### src/rtl/muldiv_unit.sv
// RV M-extension iterative multiply/divide: radix-2 shift-add and restoring divide.
// Define MULDIV_FASTPATH_EN to retire zero/overflow/div-by-zero cases without iterating.
module muldiv_unit #(
  parameter int XLEN = 32
) (
  input  logic            clk,
  input  logic            rst,
  input  logic            start,
  input  logic [2:0]      op,
  input  logic [XLEN-1:0] a,
  input  logic [XLEN-1:0] b,
  input  logic            abort,
  output logic            busy,
  output logic            done,
  output logic [XLEN-1:0] result
);

  localparam int CW = $clog2(XLEN) + 1;

  localparam logic [1:0] IDLE = 2'd0;
  localparam logic [1:0] CALC = 2'd1;
  localparam logic [1:0] DONE = 2'd2;

  // {hit, value} for cases whose result does not come from the datapath
  function automatic logic [XLEN:0] special(
    input logic [2:0]      f,
    input logic [XLEN-1:0] x,
    input logic [XLEN-1:0] y
  );
    logic [XLEN-1:0] smin;
    logic [XLEN:0]   r;
    smin = '0;
    smin[XLEN-1] = 1'b1;
    r = '0;
    if (f[2]) begin
      if (y == '0)
        r = {1'b1, f[1] ? x : {XLEN{1'b1}}};
      else if (!f[0] && x == smin && y == {XLEN{1'b1}})
        r = {1'b1, f[1] ? {XLEN{1'b0}} : x};
    end else if (x == '0 || y == '0) begin
      r = {1'b1, {XLEN{1'b0}}};
    end
    return r;
  endfunction

  logic [1:0]        state_q, state_d;
  logic [CW-1:0]     cnt_q, cnt_d;
  logic [2:0]        op_q, op_d;
  logic [XLEN-1:0]   a_q, a_d;
  logic [XLEN-1:0]   b_q, b_d;
  logic [XLEN-1:0]   m_q, m_d;
  logic [2*XLEN-1:0] p_q, p_d;
  logic              neg_q, neg_d;
  logic [XLEN-1:0]   res_q, res_d;

  logic              accept;
  logic              sa_in, sb_in, neg_in;
  logic [XLEN-1:0]   abs_a, abs_b;
  logic [XLEN:0]     sum;
  logic [2*XLEN-1:0] mul_nx;
  logic [XLEN:0]     rs;
  logic [XLEN-1:0]   diff;
  logic              borrow;
  logic [2*XLEN-1:0] div_nx;
  logic [2*XLEN-1:0] step;
  logic [2*XLEN-1:0] prod;
  logic [XLEN-1:0]   quo, rem;
  logic [XLEN:0]     fin_spec;
  logic [XLEN-1:0]   fin_res;
`ifdef MULDIV_FASTPATH_EN
  logic [XLEN:0]     acc_spec;
  assign acc_spec = special(op, a, b);
`endif

  assign accept = start & ~abort & (state_q != CALC);

  assign sa_in  = a[XLEN-1] & ~(op[0] & (op[1] | op[2]));
  assign sb_in  = b[XLEN-1] & ~((~op[2] & op[1]) | (op[2] & op[0]));
  assign neg_in = (op[2] & op[1]) ? sa_in : (sa_in ^ sb_in);
  assign abs_a  = sa_in ? -a : a;
  assign abs_b  = sb_in ? -b : b;

  assign sum    = {1'b0, p_q[2*XLEN-1:XLEN]}
                + ({(XLEN+1){p_q[0]}} & {1'b0, m_q});
  assign mul_nx = {sum, p_q[XLEN-1:1]};

  assign rs     = {p_q[2*XLEN-1:XLEN], p_q[XLEN-1]};
  assign borrow = rs < {1'b0, m_q};
  assign diff   = rs[XLEN-1:0] - m_q;
  assign div_nx = borrow
                ? {rs[XLEN-1:0], p_q[XLEN-2:0], 1'b0}
                : {diff, p_q[XLEN-2:0], 1'b1};

  assign step = op_q[2] ? div_nx : mul_nx;

  // Sign is applied only to the final iteration's magnitude
  assign prod     = neg_q ? -step : step;
  assign quo      = neg_q ? -step[XLEN-1:0] : step[XLEN-1:0];
  assign rem      = neg_q ? -step[2*XLEN-1:XLEN] : step[2*XLEN-1:XLEN];
  assign fin_spec = special(op_q, a_q, b_q);

  always_comb begin
    fin_res = '0;
    if (fin_spec[XLEN])
      fin_res = fin_spec[XLEN-1:0];
    else if (op_q[2])
      fin_res = op_q[1] ? rem : quo;
    else if (op_q[1:0] == 2'b00)
      fin_res = prod[XLEN-1:0];
    else
      fin_res = prod[2*XLEN-1:XLEN];
  end

  always_comb begin
    state_d = state_q;
    cnt_d   = cnt_q;
    op_d    = op_q;
    a_d     = a_q;
    b_d     = b_q;
    m_d     = m_q;
    p_d     = p_q;
    neg_d   = neg_q;
    res_d   = res_q;
    if (abort) begin
      state_d = IDLE;
    end else if (state_q == CALC) begin
      p_d   = step;
      cnt_d = cnt_q + CW'(1);
      if (cnt_q == CW'(XLEN - 1)) begin
        state_d = DONE;
        res_d   = fin_res;
      end
    end else if (accept) begin
      op_d    = op;
      a_d     = a;
      b_d     = b;
      neg_d   = neg_in;
      cnt_d   = '0;
      m_d     = op[2] ? abs_b : abs_a;
      p_d     = {{XLEN{1'b0}}, op[2] ? abs_a : abs_b};
      state_d = CALC;
`ifdef MULDIV_FASTPATH_EN
      if (acc_spec[XLEN]) begin
        state_d = DONE;
        res_d   = acc_spec[XLEN-1:0];
      end
`endif
    end else begin
      state_d = IDLE;
    end
  end

  always_ff @(posedge clk) begin
    if (rst) begin
      state_q <= IDLE;
      cnt_q   <= '0;
      op_q    <= '0;
      a_q     <= '0;
      b_q     <= '0;
      m_q     <= '0;
      p_q     <= '0;
      neg_q   <= 1'b0;
      res_q   <= '0;
    end else begin
      state_q <= state_d;
      cnt_q   <= cnt_d;
      op_q    <= op_d;
      a_q     <= a_d;
      b_q     <= b_d;
      m_q     <= m_d;
      p_q     <= p_d;
      neg_q   <= neg_d;
      res_q   <= res_d;
    end
  end

  assign busy   = (state_q == CALC);
  assign done   = (state_q == DONE);
  assign result = res_q;

endmodule

### config.mk
export PLATFORM = sky130hd
export DESIGN_NAME = muldiv_unit
export DESIGN_NICKNAME = d
export VERILOG_FILES = /design/src/rtl/muldiv_unit.sv
export SDC_FILE = /design/constraint.sdc
export NUM_CORES = 1
export LEC_CHECK = 0
export CORE_MARGIN = 4
export CORE_UTILIZATION = 38
export DETAILED_ROUTE_END_ITERATION = 8
export PLACE_DENSITY = 0.52
export SYNTH_ARGS = -nofsm -noshare
export SYNTH_HDL_FRONTEND = slang
export SYNTH_SLANG_ARGS = --single-unit
### constraint.sdc
create_clock -name clk -period 14.2 [get_ports clk]
set_clock_uncertainty 0.15 [all_clocks]
set_input_delay 2.13 -clock clk [delete_from_list [all_inputs] [get_ports clk]]
set_output_delay 2.13 -clock clk [all_outputs]
set_load 0.005 [all_outputs]
; ---- After elaboration in Yosys (flattened, before gate mapping)
; Cells that the tools add are included.
[classes]
muxes = 27
n_bitwise = 17
order_cmp = 1
eq_ne = 7
reduce_logical = 12
addsub = 8
[op_table]
columns = op, n
row1 = $mux W32, 12
row2 = $mux W64, 5
row3 = $mux W33, 4
row4 = $neg A32 Y32, 4
row5 = $eq A32 B32 Y1 const B, 2
row6 = $logic_not A32 Y1, 2
row7 = $neg A64 Y64, 1
row8 = $add A32 B33 Y33, 1
row9 = $and A33 B32 Y33, 1
row10 = $lt A33 B32 Y1, 1
row11 = $sub A32 B32 Y32, 1
row12 = $mux W6, 2
row13 = $and A1 B1 Y1, 8
row14 = $add A6 B1 Y6 const B, 1
row15 = $eq A6 B5 Y1 const B, 1
row16 = $reduce_and A3 Y1, 2
row17 = $not A1 Y1, 5
row18 = $mux W2, 2
row19 = $ne A2 B1 Y1 const B, 2
row20 = $eq A2 B1 Y1 const B, 1
row21 = $eq A2 B2 Y1 const B, 1
row22 = $logic_and A1 B1 Y1, 2
row23 = $logic_not A2 Y1, 1
row24 = $mux W1, 2
row25 = 7 further kinds, 8
[word_totals]
out_inout_bits = 34
wordCells = 81
inputBits = 71
regBits = 204

; ---- Logic depth before layout (Yosys ltp)
[logic_depth]
depth_word = 9
ltp_mapped = 22
ltp_nobuf = 19

; ---- Least setup slack after synthesis
; Ideal clock, no wire load.
[synth_path]
path_kind = in2reg
start = in a[2]
end = reg p_q[29]
required_ps = 13918
setup_ps = 132
path_buffers = 0
arrival_time_ps = 4780
path_slack_ps = 9138
cell_stages = 13
path_cell_list = or4_1 nor2_1 nand2_1 or3_1 nor4_1 and2_1 nand2_1 or2_2 o31ai_1 xor2_1 a211oi_1 nor3_1 nor3_1
[synth_via]
elab_chain_cells = 5
[synth_lines]
columns = item, line
row1 = "start, declared", 10  ; input logic [XLEN-1:0] a,
row2 = $neg A32 Y32, 80  ; assign abs_a = sa_in ? -a : a;
row3 = $mux W32, 80
row4 = $mux W32, 140  ; p_d = {{XLEN{1'b0}}, op[2] ? abs_a : abs_b};
row5 = $mux W64, 133  ; end else if (accept) begin
row6 = $mux W64, 126  ; end else if (state_q == CALC) begin
row7 = "end signal, assigned", 171  ; p_q <= p_d;
row8 = "end, declared", 52  ; logic [2*XLEN-1:0] p_q, p_d;
; Every way passes these cells. The select of a mux whose other input is x is not followed.
; A chain may end at the register's enable or synchronous reset.

; ---- Final worst setup path
[layout_path]
start = reg m_q[27]
end = reg res_q[26] (netlist: result[26])
[layout_via]
elab_chain_cells = 8
elab_cells_between_ends = 15
classes_between = add/sub (4) / order compare (1) / mux (9) / bitwise (1)
[layout_lines]
columns = item, line
row1 = "start, declared", 51  ; logic [XLEN-1:0] m_q, m_d;
row2 = "start signal, assigned", 170  ; m_q <= m_d;
row3 = $and A33 B32 Y33 or $lt A33 B32 Y1 (tied branches), "84, 88"
row4 = $add A32 B33 Y33 or $mux W64 (tied branches), "84, 91"
row5 = $mux W64 (*), 94  ; assign step = op_q[2] ? div_nx : mul_nx;
row6 = $neg A64 Y64 (tied with other cells), 97  ; assign prod = neg_q ? -step : step;
row7 = $mux W64 (tied with other cells), 97
row8 = "$mux W32, on equally long branches", "108, 107"
row9 = $mux W32 (*), 106  ; else if (op_q[2])
row10 = $mux W32 (*), 104  ; if (fin_spec[XLEN])
row11 = "end signal, assigned", 173  ; res_q <= res_d;
row12 = "end, declared", 54  ; logic [XLEN-1:0] res_q, res_d;
; Mark *: on every way between the ends. The rest lies on a longest branch, timed or not.

==> out/metrics.cfg <==
[status]
status=finished clean

[placed_design]
port_buffers=104
dpl.hpwl_um=62000
dp.cells=3206
place_congestion=0.9850

[cts]
clock-sinks=204
ctsResizeCount=0
clkTransAtPathRegs_ns=0.06
tritoncts=built
insertion_delay_ns=0.56
clock_path_buffers=3
post_cts_buffers=0
cts-root-buf=clkbuf_16
cts_buffers=25
ctsHtreeMaxLevel=1
hold_buffers=0

[timing]
holdWs_ns=0.3125
drv_slew=0
worst_pin_slew_ns=1.094
hold_violations=0
grt_setup_unrepaired=false
tns_ns=0
slew_headroom=0.2708
layout_min_cycle_time_ns=6.020
max_freq_ghz=0.1661
setup_viol=0
finalCritPeriodShare=0.4240

[critical_path]
cp-start-kind=flop
cp-end-kind=flop
critical_path_arrival_ns=6.32
critPathLaunch=m_q[27]$_SDFFE_PP0P_
path_class=flop to flop
required_ns=14.50
cp_max_fo=18
reg2reg_from=m_q[27]$_SDFFE_PP0P_

[route]
dr.pass1.iters=6
ant_nets=0
vias=20440
wl_um=80140
vias_per_cell=6.285
drc=0
drt-wirelength-per-cell_um=24.64
drtIter0Drc=2077

[synthesis]
async_reset_ff_frac=0
synth-seq-cells=204
ys_top_cells_by_area=dfxtp_1 (22%), nand2_1 (7.1%), a21oi_1 (6.9%)
yosys_warnings=0
synth_edf_count=0
syn_area_per_cell_um2=7.026
synth_top_area_cell=dfxtp_1
synth_top_area_frac=0.2202
synth.net_count=2781
ys_seq_area_frac=0.2202
synth_cell_type_count=103
synth-main-ff-cell=dfxtp_1
syn_area_um2=18540
netlist_instances=2639

[floorplanning]
rows=80
die_h_um=228.9
core_area_um2=47950
io_pins=105
start_util=0.3867
die_area_um2=52400
die_w_um=228.9

[cells_and_area]
layout.nets=2760
layout-drive-gt1-share=0.05956
final_common_cell=nand2_1
finish.utilization=0.4321
final_cell_mix=nand2_1 (353), nor2_1 (274), a21oi_1 (255)
fin_cells=3252
fill_cells=5011
multi_input_area_um2=13500
areaGrowthSynthToFinish_pct=11.73
seqCellArea_um2=4089

[grt]
grt_pass1_wl_um=119100
grt_max_degree=113
overflow=0
antenna_found_initial=0
grt_use_total=0.2893
grt_pass1_vias=18800

[job]
cap_violations=0

[power_and_ir_drop]
peakVddDrop_uv=83.72
leakagePower_nw=7.520
power_density_nw_per_um2=88.59

[worst_hold_path]
min_from=op_q[1]$_SDFFE_PP0P_
hold_path_class=flop to flop

==> sequential cells by signal, summed over array words and instances (netlist names) <==
register / cells
a_q: 32
b_q: 32
cnt_q: 6
m_q: 32
neg_q: 1
op_q: 3
p_q: 64
result: 32
state_q: 2
==> Yosys cell counts (16+ instances only) <==
cell type and number:
or3_1 20, nor2b_1 16, a21oi_1 255, inv_1 71, xor2_1 70, xnor2_1 92
nand3_1 48, a211oi_1 45, nand4_1 41, nor3_1 88, and2_1 44, buf_1 19
nor2_1 277, a22oi_1 29, o31ai_1 29, clkbuf_1 137, buf_2 23, ha_1 69
o21ai_0 172, dfxtp_1 204, a21o_1 24, o211ai_1 47, nor4_1 33, nand2_1 353
a31oi_1 33, mux2i_1 58
==> layer usage <==
layer,track usage,up-vias,wire [um]
li1,-,9599,-
met1,0.3888,9903,34920
met2,0.4825,788,36880
met3,0.03228,148,4968
met4,0.1004,0,3359
met5,0,-,0
==> through the flow <==
stage	area (um2)	total power, mW	worst slack (ns)
2_1_floorplan	18540	0.9797	9.138
3_3_place_gp	19900	1.176	8.260
3_5_place_dp	19900	1.180	8.280
4_1_cts	20720	1.835	8.384
5_1_grt	20720	1.908	7.861
6_report	20720	1.835	8.180
==> report_power, final <==
group	total [mW]	leakage (nW)	internal, mW	switching (mW)
sequential	0.628	1.66	0.595	0.0335
clock	0.655	0.397	0.384	0.271
combinational	0.553	5.46	0.181	0.372
total	1.84	7.52	1.16	0.676
==> critical path, cell delays in order, from the launching register on <==
cell and delay, ns:
dfxtp_1 0.52, inv_1 0.08, ha_1 0.41, and2_4 0.20, a221o_1 0.43, a311oi_2 0.29, o31a_1 0.18, buf_4 0.31
a31o_2 0.28, ha_1 0.29, o21ai_0 0.17, or3_1 0.35, or3_1 0.38, nand2b_1 0.44, a2111oi_0 0.60, and4_1 0.26
o31a_1 0.13, o221ai_1 0.19, a22o_1 0.24
==> worst paths after layout <==
kind	endpoint	slack [ns]	cells after the start
max	result[26]$_SDFFE_PP0P_	8.18	18
min	op_q[1]$_SDFFE_PP0P_	0.31	2
min reg2reg	op_q[1]$_SDFFE_PP0P_	0.31	2
max reg2reg	result[26]$_SDFFE_PP0P_	8.18	18
==> kinds of logic after synthesis <==
kind of cell | count (synthesis) | synth area share
simple gates | 1029 | 0.2609
buf+inv | 255 | 0.05418
xor+xnor | 162 | 0.07652
compound gates | 848 | 0.3000
mux | 70 | 0.03941
flops | 204 | 0.2202
fa+ha+maj | 71 | 0.04872
==> area by class of cell <==
type,instances,area share
diodes,1,0.0001208
clock buffers,38,0.03448
clock inverters,7,0.004952
inverters,72,0.01304
multi-input cells,2180,0.6516
flip-flops and latches,204,0.1974
well taps,615,0.03714
repair buffers,135,0.06130
Power figures use the tool's default switching activity.
